### config.mk
export PLATFORM = sky130hd
export DESIGN_NAME = fifo_flag_gen
export DESIGN_NICKNAME = d
export VERILOG_FILES = /design/src/rtl/fifo_flag_gen_pkg.sv /design/src/rtl/fifo_flag_gen_level_calc.sv /design/src/rtl/fifo_flag_gen.sv
export SDC_FILE = /design/constraint.sdc
export NUM_CORES = 1
export LEC_CHECK = 0
export CAP_MARGIN = 30
export CORE_ASPECT_RATIO = 0.8
export CORE_MARGIN = 3
export CORE_UTILIZATION = 45
export CTS_CLUSTER_SIZE = 20
export DETAILED_ROUTE_END_ITERATION = 8
export GPL_TIMING_DRIVEN = 0
export MAX_ROUTING_LAYER = met4
export PLACE_DENSITY = 0.8
export REMOVE_ABC_BUFFERS = 1
export SLEW_MARGIN = 25
export SYNTH_ARGS = -nofsm -noshare
export SYNTH_HDL_FRONTEND = slang
export SYNTH_SLANG_ARGS = --single-unit
### constraint.sdc
create_clock -name clk -period 3.8 [get_ports clk]
set_clock_uncertainty 0.2 [all_clocks]
set_input_delay 0.76 -clock clk [delete_from_list [all_inputs] [get_ports clk]]
set_output_delay 0.76 -clock clk [all_outputs]
set_load 0.01 [all_outputs]
### src/rtl/fifo_flag_gen_pkg.sv
// Shared constants and types for the FIFO status-flag generator.
// Holds the default address width, depth derivation, level width and
// the reset-time almost-full / almost-empty thresholds.
package fifo_flag_gen_pkg;

  localparam int unsigned FLAG_ADDR_W     = 4;
  localparam int unsigned FLAG_DEPTH      = 32'd1 << FLAG_ADDR_W;
  localparam int unsigned FLAG_LVL_W      = FLAG_ADDR_W + 1;
  localparam int unsigned FLAG_AF_DEFAULT = FLAG_DEPTH - 2;
  localparam int unsigned FLAG_AE_DEFAULT = 2;

  // Fill-state flags, all decoded from the same next-level value.
  typedef struct packed {
    logic full;
    logic empty;
    logic half;
    logic almost_full;
    logic almost_empty;
    logic healthy;
  } fill_flags_t;

  // Flag pattern held while reset is asserted.
  localparam fill_flags_t FLAGS_RST = '{
    full:         1'b0,
    empty:        1'b1,
    half:         1'b0,
    almost_full:  1'b0,
    almost_empty: 1'b1,
    healthy:      1'b0
  };

  // FIFO depth for a given address width.
  function automatic int unsigned depth_of(input int unsigned aw);
    return 32'd1 << aw;
  endfunction

endpackage

### src/rtl/fifo_flag_gen_level_calc.sv
// fifo_level_calc: combinational next fill level from the binary
// write/read pointers (wrap bit in the MSB). A difference larger than
// DEPTH can only come from corrupted pointers; it is saturated to DEPTH
// and reported on o_illegal.
module fifo_level_calc
  import fifo_flag_gen_pkg::*;
#(
  parameter int unsigned ADDR_W = FLAG_ADDR_W
) (
  input  logic [ADDR_W:0] i_wr_ptr,
  input  logic [ADDR_W:0] i_rd_ptr,
  output logic [ADDR_W:0] o_level,
  output logic            o_illegal
);

  localparam int unsigned LW    = ADDR_W + 1;
  localparam int unsigned DEPTH = depth_of(ADDR_W);

  logic [ADDR_W:0] w_diff;

  // Modulo-2^(ADDR_W+1) subtraction handles pointer wrap naturally.
  always_comb begin
    w_diff    = i_wr_ptr - i_rd_ptr;
    o_illegal = (w_diff > LW'(DEPTH));
    o_level   = o_illegal ? LW'(DEPTH) : w_diff;
  end

endmodule

### src/rtl/fifo_flag_gen.sv
// fifo_flag_gen: registered fill level, fill-state flags, programmable
// almost thresholds and sticky overflow/underflow error bits for the FIFO.
// Optional build macro: FLAG_PEAK_EN adds the peak_level high-water mark.
module fifo_flag_gen
  import fifo_flag_gen_pkg::*;
#(
  parameter int unsigned ADDR_W     = FLAG_ADDR_W,
  parameter int unsigned AF_DEFAULT = depth_of(ADDR_W) - 2,
  parameter int unsigned AE_DEFAULT = FLAG_AE_DEFAULT
) (
  input  logic            clk,
  input  logic            reset,
  input  logic [ADDR_W:0] b_wr_ptr,
  input  logic [ADDR_W:0] b_rd_ptr,
  input  logic            wr_req,
  input  logic            rd_req,
  input  logic            thr_load,
  input  logic [ADDR_W:0] af_thresh,
  input  logic [ADDR_W:0] ae_thresh,
  input  logic            clr_err,
  output logic [ADDR_W:0] level,
  output logic            f_full,
  output logic            f_empty,
  output logic            f_half,
  output logic            f_almost_full,
  output logic            f_almost_empty,
  output logic            f_healthy,
  output logic            f_overflow,
  output logic            f_underflow
`ifdef FLAG_PEAK_EN
  ,
  output logic [ADDR_W:0] peak_level
`endif
);

  localparam int unsigned LW    = ADDR_W + 1;
  localparam int unsigned DEPTH = depth_of(ADDR_W);

  logic [ADDR_W:0] w_lvl_nxt;
  logic            w_illegal;
  fill_flags_t     w_flags_nxt;
  logic            w_ovf_set;
  logic            w_unf_set;

  logic [ADDR_W:0] r_level;
  fill_flags_t     r_flags;
  logic [ADDR_W:0] r_af;
  logic [ADDR_W:0] r_ae;
  logic            r_ovf;
  logic            r_unf;

  fifo_level_calc #(
    .ADDR_W (ADDR_W)
  ) u_level_calc (
    .i_wr_ptr  (b_wr_ptr),
    .i_rd_ptr  (b_rd_ptr),
    .o_level   (w_lvl_nxt),
    .o_illegal (w_illegal)
  );

  // Decode every flag from the next level so they register together with it.
  always_comb begin
    w_flags_nxt              = '0;
    w_flags_nxt.full         = (w_lvl_nxt == LW'(DEPTH));
    w_flags_nxt.empty        = (w_lvl_nxt == '0);
    w_flags_nxt.half         = (w_lvl_nxt >= LW'(DEPTH / 2));
    w_flags_nxt.almost_full  = (w_lvl_nxt >= r_af);
    w_flags_nxt.almost_empty = (w_lvl_nxt <= r_ae);
    w_flags_nxt.healthy      = !(w_flags_nxt.full | w_flags_nxt.empty |
                                 w_flags_nxt.almost_full |
                                 w_flags_nxt.almost_empty);
  end

  // Error set conditions use the registered full/empty state the requester saw.
  always_comb begin
    w_ovf_set = w_illegal | (wr_req & ~rd_req & r_flags.full);
    w_unf_set = rd_req & r_flags.empty;
  end

  // Level, flags and thresholds; a new threshold affects flags from the next edge.
  always_ff @(posedge clk) begin
    if (reset) begin
      r_level <= '0;
      r_flags <= FLAGS_RST;
      r_af    <= LW'(AF_DEFAULT);
      r_ae    <= LW'(AE_DEFAULT);
    end else begin
      r_level <= w_lvl_nxt;
      r_flags <= w_flags_nxt;
      if (thr_load) begin
        r_af <= af_thresh;
        r_ae <= ae_thresh;
      end
    end
  end

  // Sticky error bits; a set in the same cycle as clr_err takes priority.
  always_ff @(posedge clk) begin
    if (reset) begin
      r_ovf <= 1'b0;
      r_unf <= 1'b0;
    end else begin
      r_ovf <= w_ovf_set | (r_ovf & ~clr_err);
      r_unf <= w_unf_set | (r_unf & ~clr_err);
    end
  end

`ifdef FLAG_PEAK_EN
  logic [ADDR_W:0] r_peak;
  logic [ADDR_W:0] w_peak_nxt;

  // High-water mark; clr_err restarts tracking from the incoming level.
  always_comb begin
    w_peak_nxt = r_peak;
    if (clr_err) begin
      w_peak_nxt = w_lvl_nxt;
    end else if (w_lvl_nxt > r_peak) begin
      w_peak_nxt = w_lvl_nxt;
    end
  end

  // Peak register.
  always_ff @(posedge clk) begin
    if (reset) begin
      r_peak <= '0;
    end else begin
      r_peak <= w_peak_nxt;
    end
  end

  assign peak_level = r_peak;
`endif

  assign level          = r_level;
  assign f_full         = r_flags.full;
  assign f_empty        = r_flags.empty;
  assign f_half         = r_flags.half;
  assign f_almost_full  = r_flags.almost_full;
  assign f_almost_empty = r_flags.almost_empty;
  assign f_healthy      = r_flags.healthy;
  assign f_overflow     = r_ovf;
  assign f_underflow    = r_unf;

endmodule

==> results of run 1 <==
[cells by family after synthesis]
group / Yosys count
fa+ha+maj: 15
flops: 23
xor+xnor: 4
mux: 6
compound gates: 21
buf+inv: 21
simple gates: 35
[cells in the mapped netlist, drive strengths merged]
master   n  area (sq um)
and2     2          16.3
and2b    1          8.76
a211oi   1          7.51
nand3b   1          7.51
buf      2          16.3
nand2    8          30.0
o211ai   4          30.0
a21bo    1          10.0
xnor2    4          50.1
o21ai    4          23.8
nor3     4          52.6
mux2i    6          60.1
a21o     2          15.0
dfxtp   23           460
and4bb   1          12.5
nand2b   1          6.26
a31oi    1          6.26
a21oi    6          37.5
o21bai   1          7.51
a22oi    1          7.51
nor2    13          48.8
and3     3          18.8
ha      14           175
clkbuf   3          11.3
or2      1          6.26
fa       1          20.0
inv     16          60.1
[worst max-delay path, delay by kind of cell]
kind / cells / cell delay [ps]
compound gates: 5 / 930
fa+ha+maj: 3 / 780
simple gates: 3 / 660
buf+inv: 2 / 520
xor+xnor: 1 / 100
[worst min-delay path by stage]
stage	depth (start not counted)	end	startpoint
2_1_floorplan	2	r_ae[2]	r_ae[2]
3_3_place_gp	2	f_underflow	f_underflow
6_report	2	r_af[1]	r_af[1]
3_5_place_dp	2	f_underflow	f_underflow
4_1_cts	2	r_af[1]	r_af[1]
5_1_grt	2	f_underflow	f_underflow
[flip-flops by register name, summed over array words and instances (netlist names)]
signal          count
f_full              1
f_half              1
f_almost_full       1
r_ae                5
f_overflow          1
f_empty             1
f_healthy           1
f_underflow         1
f_almost_empty      1
level               5
r_af                5
[power groups by stage]
stage               Combinational (mW)  Sequential (mW)  Clock, mW
global placement                 0.209            0.280          0
global route                     0.269            0.277      0.124
finish                           0.244            0.275      0.114
floorplan                        0.116            0.289          0
detailed placement               0.217            0.281          0
CTS                              0.237            0.275      0.117
[what timing repair did]
item	CTS	global route
resized for setup	1	4
endpoints found under the setup margin	3	2
buffers inserted	4	0
pin swaps	1	1
[per-layer routing]
metal | vias up | global-route usage | routed length [um]
met3 | 4 | 0.0494 | 121
met5 | - | - | 0
met2 | 25 | 0.280 | 1210
met4 | 0 | 0.0538 | 26
li1 | 495 | - | -
met1 | 423 | 0.163 | 1060
[cell type report]
type                       instances  share of cell area
sequential                        23               0.273
clock buffer                       3              0.0134
clock inverter                     1             0.00297
multi-input combinational         81               0.405
tap                               36              0.0267
inverter                          16              0.0356
timing repair buffer              42               0.243
[stage by stage]
step	cell area, sq um	utilization	setup WS, ps
floorplan	1180	-	191
global placement	1600	0.641	-501
detailed placement	1600	0.641	-582
CTS	1670	0.669	40.3
global route	1690	0.674	-34.7
finish	1690	0.674	129
[cell usage in the layout (no fill, tap or decap), types with 2 or more instances in the layout]
cell             instances
clkdlybuf4s50_1         38
dfxtp_1                 23
inv_1                   16
ha_1                    14
nor2_1                  13
nand2_1                  8
mux2i_1                  6
o211ai_1                 4
buf_4                    4
a21oi_1                  3
and3_1                   3
clkbuf_4                 3
a21o_1                   2
xnor2_1                  2
nor3_4                   2
nor3_2                   2
o21ai_0                  2
a21oi_2                  2
==> flow_metrics.tcl, run 1 <==
set metrics [dict create \
    status "complete, no violations" \
    holdWs_ps 301 \
    clk_latency_ps 320 \
    slew_violations 0 \
    crit_path_max_fanout 5 \
    startpoint_type "input port" \
    cts_hold_buf 0 \
    drt_pass1_iterations 4 \
    ys_ff_latch 23 \
    num_vias 947 \
    instances_no_fill 202 \
    post-route-drc-count 0 \
    cts_tree "built" \
    startpoint "b_rd_ptr[0]" \
    pwr_density_cell_nw_per_um2 375 \
    dp_cells 194 \
    grtUsageTotal 0.155 \
    die_h_um 52.3 \
    seqPwrFrac 0.435 \
    ios 39 \
    power_switching_mw 0.194 \
    p_clk_frac 0.180 \
    drive_above_1_share 0.139 \
    hold_viol 0 \
    die_w_um 63.9 \
    vias_per_cell 4.69 \
    gr-total-overflow 0 \
    drtAntennaViolNets 0 \
    crit_required_ps 3870 \
    timing.rr.start "r_ae[2]" \
    ir_worst_vdd_v 0.000260 \
    rows 16 \
    grt_max_degree 17 \
    min_period_over_period 0.966 \
    ff_latch_area_sq_um 460 \
    cpMaxStageDelayCell "clkdlybuf4s50_1" \
    cap_violations 0 \
    yosysWarnings 0 \
    p_leak_nw 0.773 \
    nNetsFinal 208 \
    avgSynthCellArea_sq_um 9.65 \
    tightestPinTransition_ps 792 \
    reg2reg_to "f_healthy" \
    coreArea_sq_um 2500 \
    cp-endpoint "f_healthy" \
    multi_input_area_sq_um 683 \
    grt_pass1_vias 902 \
    area_delta_synth_final_pct 39.8 \
    wire_per_inst_um 12.0 \
    synth_xor_area_frac 0.0415 \
    fill_cells 214 \
    ys_types 33 \
    crit_chain "clkdlybuf4s50_1 -> ha_1 -> inv_1 -> fa_2 -> a21o_1 -> a21oi_4 -> xnor2_4 -> or2_2 -> ha_1 -> nand2b_1 -> a211oi_1 -> o21bai_1 -> a21oi_2 -> and4bb_1" \
    power.internal_mw 0.439 \
    initial_utilization 0.482 \
    io_buffers 38 \
    muxShareOfSynthArea 0.0498 \
    r2r_slack_ps 1980 \
    worstSetupPathType "input port to register" \
    drtIter0Drc 22 \
    synthAdderAreaFrac 0.162 \
    cts_root_buf "clkbuf_4" \
    antenna_found_initial 0 \
    power_mw 0.632 \
    ys_seq_area_frac 0.382 \
    combPwrFrac 0.385 \
    place.gp.congestion 0.780 \
    wl_mm 2.42 \
    worstRegToRegCells 7 \
    cp-end-kind "register" \
    htreeDepth 1 \
    synthSimpleGateAreaFrac 0.172 \
    min_period_ps 3670 \
    setup_violations 0 \
    syn_inst 125 \
    synth_area_sq_um 1210 \
    die-area_sq_um 3340 \
    synth_top_family_by_area "simple AND/OR/NAND/NOR gates" \
    switching_share 0.306 \
    max_freq_mhz 272 \
    relSlewSlack 0.471 \
    hp-class "register to register" \
    cpMostUsedCell "ha_1" \
    crit_arrival_ps 3740 \
    dpl.hpwl_mm 1.84 \
    synth_compound_area_frac 0.120 \
    clk_path_buf_depth 2 \
    finalSetupTns_ps 0 \
    critPathMaxStageDelay_ps 470 \
    grt_first_pass_wirelength_mm 3.91 \
    cts_sinks 23 \
    cts_made_buffers 3 \
    clk_pin_slew_ps 120 \
    antenna_cells 0 \
]
Power figures use the tool's default switching activity.
==> inputs of run 2 (changes only) <==
- SETUP_SLACK_MARGIN: unset -> 0.2
==> run 2 against run 1 <==
Against the previous run:
- routed wire length up 5.6%
- die area unchanged
- global-route usage rose by 0.096 points
- sequential share of layout area shrank 1.1 points
- setup slack gained 260 ps
- non-clock buffer count is 1 higher
- critical endpoint unchanged
- combinational power is 9.0% higher
- sequential power about the same
- design area up 4.2%
- hold slack got worse by 1.2 ps
==> flow_metrics.tcl, run 2 (synthesis gave the netlist of run 1 again) <==
set metrics [dict create \
    htreeDepth 1 \
    crit_path_max_fanout 5 \
    dpl.hpwl_mm 1.84 \
    drt_pass1_iterations 3 \
    cp-end-kind "register" \
    clk_latency_ps 330 \
    startpoint_type "input port" \
    final_common_cell "clkdlybuf4s50_1" \
    io_buffers 38 \
    grtUsageTotal 0.156 \
    hold_viol 0 \
    clk_pin_slew_ps 110 \
    pwr_density_cell_nw_per_um2 374 \
    cts_tree "built" \
    drtAntennaViolNets 0 \
    antenna_cells 0 \
    min_period_over_period 0.898 \
    clk_path_buf_depth 2 \
    hp-class "register to register" \
    power.internal_mw 0.451 \
    crit_required_ps 3870 \
    rsz0062_at_grt "no" \
    drtIter0Drc 21 \
    place.gp.congestion 0.780 \
    num_vias 972 \
    max_freq_mhz 293 \
    coreArea_sq_um 2500 \
    holdWs_ps 300 \
    vias_per_cell 4.79 \
    top_usage_layer "met2" \
    cap_violations 0 \
    grt_first_pass_wirelength_mm 3.93 \
    grt_util_met3 0.0494 \
    instances_no_fill 203 \
    tightestPinTransition_ps 805 \
    ir_worst_vdd_v 0.000251 \
    met1_usage 0.166 \
    wl_mm 2.55 \
    die-area_sq_um 3340 \
    worstSetupPathType "input port to register" \
    rows 16 \
    setup_violations 0 \
    use_met2 0.278 \
    gr-total-overflow 0 \
    power_switching_mw 0.206 \
    die_w_um 63.9 \
    fill_cells 197 \
    cts_made_buffers 3 \
    crit_arrival_ps 3480 \
    area_delta_synth_final_pct 45.7 \
    slew_violations 0 \
    min_period_ps 3410 \
    postPlaceCellArea_sq_um 1600 \
    p_clk_frac 0.176 \
    ios 39 \
    power_mw 0.657 \
    p_leak_nw 0.806 \
    stdcell_area_sq_um 1760 \
    layout_common_cells "clkdlybuf4s50_1, dfxtp_1, inv_1" \
    grt_max_degree 17 \
    drive_above_1_share 0.204 \
    wire_per_inst_um 12.6 \
    finalSetupTns_ps 0 \
    cts_hold_buf 0 \
    initial_utilization 0.482 \
    post-route-drc-count 0 \
    switching_share 0.314 \
    grt_pass1_vias 901 \
    r2r_slack_ps 2020 \
    antenna_found_initial 0 \
    combPwrFrac 0.405 \
    cts_root_buf "clkbuf_4" \
    cts_sinks 23 \
    dp_cells 194 \
    die_h_um 52.3 \
    seqPwrFrac 0.419 \
    nNetsFinal 209 \
    status "complete, no violations" \
    relSlewSlack 0.462 \
]
-- run 2: changes by cell type in the layout (fill, tap and decap cells not counted), moves of 2 or more --
| cell | before | now |
|---|---|---|
| nor2_1 | 13 | 11 |
| nor2_2 | 0 | 2 |
| ha_4 | 0 | 2 |
| dlymetal6s2s_1 | 0 | 2 |
| ha_1 | 14 | 11 |
| clkdlybuf4s50_1 | 38 | 36 |
-- run 2: worst paths after layout --
check | cells past startpoint | end | startpoint
max | 12 | f_healthy | b_wr_ptr[1]
min | 2 | r_af[1] | r_af[1]
max reg2reg | 7 | f_healthy | r_ae[2]
min reg2reg | 2 | r_af[1] | r_af[1]
-- run 2: what timing repair did --
action	4_1_cts	5_1_grt
setup endpoints to repair	3	2
pin swaps	4	16
setup buffers	4	1
resized for setup	5	14
-- run 2: area by class of cell --
| type | instances | area (sq um) | share of cell area |
|---|---|---|---|
| Multi-Input combinational cell | 81 | 738 | 0.420 |
| Timing Repair Buffer | 43 | 427 | 0.243 |
| Clock inverter | 1 | 5.00 | 0.00285 |
| Inverter | 16 | 60.1 | 0.0342 |
| Sequential cell | 23 | 460 | 0.262 |
| Tap cell | 36 | 45.0 | 0.0256 |
| Clock buffer | 3 | 22.5 | 0.0128 |
-- run 2: per-layer routing --
| layer | up-vias | part of all wire | wire length, um |
|---|---|---|---|
| met4 | 0 | 0.011 | 29 |
| met1 | 445 | 0.43 | 1110 |
| met5 | - | 0 | 0 |
| met2 | 25 | 0.51 | 1290 |
| met3 | 4 | 0.047 | 120 |
| li1 | 498 | - | - |
-- run 2: worst max-delay path: stages --
cell and delay [ps]:
clkdlybuf4s50_1 460, fa_2 410, a21o_1 200, a21oi_4 220
xnor2_4 130, or2_4 300, ha_4 240, nand2b_4 130
a211oi_2 170, o21bai_1 100, a21oi_2 170, and4bb_1 190
-- run 2: through the flow --
stage / utilization / worst slack, ps
2_1_floorplan: - / 191
3_3_place_gp: 0.641 / -501
3_5_place_dp: 0.641 / -582
4_1_cts: 0.674 / 219
5_1_grt: 0.703 / 251
6_report: 0.703 / 389
-- run 2: power by group through the flow --
stage | sequential, mW | combinational, mW | clock (mW)
6_report | 0.276 | 0.266 | 0.116
2_1_floorplan | 0.289 | 0.116 | 0
4_1_cts | 0.275 | 0.241 | 0.117
3_5_place_dp | 0.281 | 0.217 | 0
3_3_place_gp | 0.280 | 0.209 | 0
5_1_grt | 0.278 | 0.293 | 0.124
==> inputs of run 3 (changes only) <==
- ABC_CLOCK_PERIOD_IN_PS: unset -> 3800
- GPL_TIMING_DRIVEN: 0 -> unset
==> run 3 against run 2 <==
Against the previous run:
- first-iteration DRC count shrank 24%
- critical path type unchanged
- hold slack got worse by 0.93 ps
- critical path depth is 1 higher
- combinational power increased by 7%
- sequential power hardly changed
- power grew 2.0%
- clock power shrank 5%
- design area up 2.4%
- routed wire length is 8.5% higher
- critical endpoint unchanged
- register-to-register slack better by 50 ps
- sequential cell count unchanged
- non-clock buffer count is 8 higher
==> flow_metrics.tcl, run 3 (synthesis gave the netlist of run 1 again) <==
set metrics [dict create \
    crit_required_ps 3860 \
    rsz0062_at_grt "no" \
    gr-total-overflow 0 \
    rows 16 \
    tightestPinTransition_ps 781 \
    cap_violations 0 \
    die-area_sq_um 3340 \
    worstRegToRegCells 7 \
    antenna_found_initial 0 \
    cpMaxStageDelayCell "clkdlybuf4s50_1" \
    die_h_um 52.3 \
    die_w_um 63.9 \
    startpoint "b_wr_ptr[1]" \
    grt_max_degree 17 \
    nNetsFinal 217 \
    antenna_cells 0 \
    max_freq_mhz 292 \
    cts_tree "built" \
    worstSetupPathType "input port to register" \
    crit_arrival_ps 3490 \
    p_leak_nw 0.839 \
    fin_util 0.720 \
    drtIter0Drc 16 \
    stdcell_area_sq_um 1800 \
    crit_family "compound AO/OA/AOI/OAI gates" \
    ios 39 \
    min_period_over_period 0.902 \
    coreArea_sq_um 2500 \
    status "complete, no violations" \
    clk_path_buf_depth 2 \
    clk_pin_slew_ps 110 \
    postPlaceCellArea_sq_um 1680 \
    wire_per_inst_um 13.1 \
    crit_chain "clkdlybuf4s50_1 -> fa_2 -> a21o_1 -> a21oi_2 -> xnor2_2 -> buf_4 -> nor2_2 -> buf_4 -> ha_4 -> a211oi_2 -> o21bai_1 -> a21oi_1 -> and4bb_1" \
    grt_pass1_vias 962 \
    holdWs_ps 299 \
    grt_first_pass_wirelength_mm 4.08 \
    critPathMaxStageDelay_ps 470 \
    cpMostUsedCell "buf_4" \
    cts_sinks 23 \
    slew_violations 0 \
    path_buf_inv 3 \
    r2r_slack_ps 2070 \
    pwr_density_cell_nw_per_um2 372 \
    area_delta_synth_final_pct 49.3 \
    startpoint_type "input port" \
    drt_pass1_iterations 4 \
    place.gp.congestion 0.790 \
    crit_path_max_fanout 4 \
    drtAntennaViolNets 0 \
    cts_root_buf "clkbuf_4" \
    drive_above_1_share 0.234 \
    ir_worst_vdd_v 0.000259 \
    cp-endpoint "f_healthy" \
    htreeDepth 1 \
    clk_latency_ps 310 \
    finalSetupTns_ps 0 \
    hp-class "register to register" \
    min_path_cells 2 \
    grtUsageTotal 0.162 \
    dpl.hpwl_mm 2.11 \
    post-route-drc-count 0 \
    num_vias 1012 \
    hold_viol 0 \
    vias_per_cell 4.80 \
    path_depth 13 \
    reg2reg_to "f_healthy" \
    wl_mm 2.77 \
    timing.rr.start "r_ae[2]" \
    power_mw 0.670 \
    relSlewSlack 0.478 \
    io_buffers 38 \
    cts_hold_buf 0 \
    cts_made_buffers 3 \
    min_period_ps 3430 \
    final_common_cell "clkdlybuf4s50_1" \
    initial_utilization 0.482 \
    setup_violations 0 \
    cp-end-kind "register" \
    layout_common_cells "clkdlybuf4s50_1, dfxtp_1, inv_1" \
]
## run 3: cell types whose count changed in the layout (fill, tap and decap cells not counted), sizes merged
cell / delta
buf: +8
## run 3: cell type report
cell class	instances	area (sq um)
fillers	176	702
repair buffers	51	483
clock buffers	3	22.5
clock inverters	1	5.00
inverters	16	60.1
multi-input cells	81	724
well taps	36	45.0
flip-flops and latches	23	460
## run 3: how the worst min path moves through the flow
stage | startpoint | endpoint | slack, ps
floorplan | r_ae[2] | r_ae[2] | 260
global placement | f_underflow | f_underflow | 270
detailed placement | r_ae[3] | r_ae[3] | 290
CTS | r_ae[1] | r_ae[1] | 310
global route | r_ae[1] | r_ae[1] | 340
finish | r_af[3] | r_af[3] | 300
## run 3: worst reg2reg max path, delay by kind of cell (launching register included)
kind | cells | cell delay (ps)
flops | 1 | 350
simple gates | 2 | 420
buf+inv | 1 | 70
compound gates | 3 | 340
fa+ha+maj | 1 | 250
## run 3: per-layer routing
| layer | vias up | track usage | wire, um |
|---|---|---|---|
| met5 | - | - | 0 |
| met4 | 0 | 0.0287 | 17 |
| met3 | 2 | 0.0536 | 159 |
| met2 | 27 | 0.300 | 1440 |
| met1 | 467 | 0.171 | 1150 |
| li1 | 516 | - | - |
## run 3: metrics by stage
step / cells / worst slack [ps]
after global routing: 211 / 254
after CTS: 208 / 228
after global placement: 204 / -103
final: 211 / 371
after detailed placement: 204 / -211
after floorplan: 120 / 191
## run 3: power breakdown
group | internal, mW | switching (mW)
sequential | 0.266 | 0.00911
combinational | 0.160 | 0.125
clock | 0.0393 | 0.0706
total | 0.466 | 0.204
## run 3: repair_timing
action	4_1_cts	5_1_grt
gates resized for setup	3	12
setup buffers	0	3
setup endpoints to repair	2	2
pin swaps	3	12
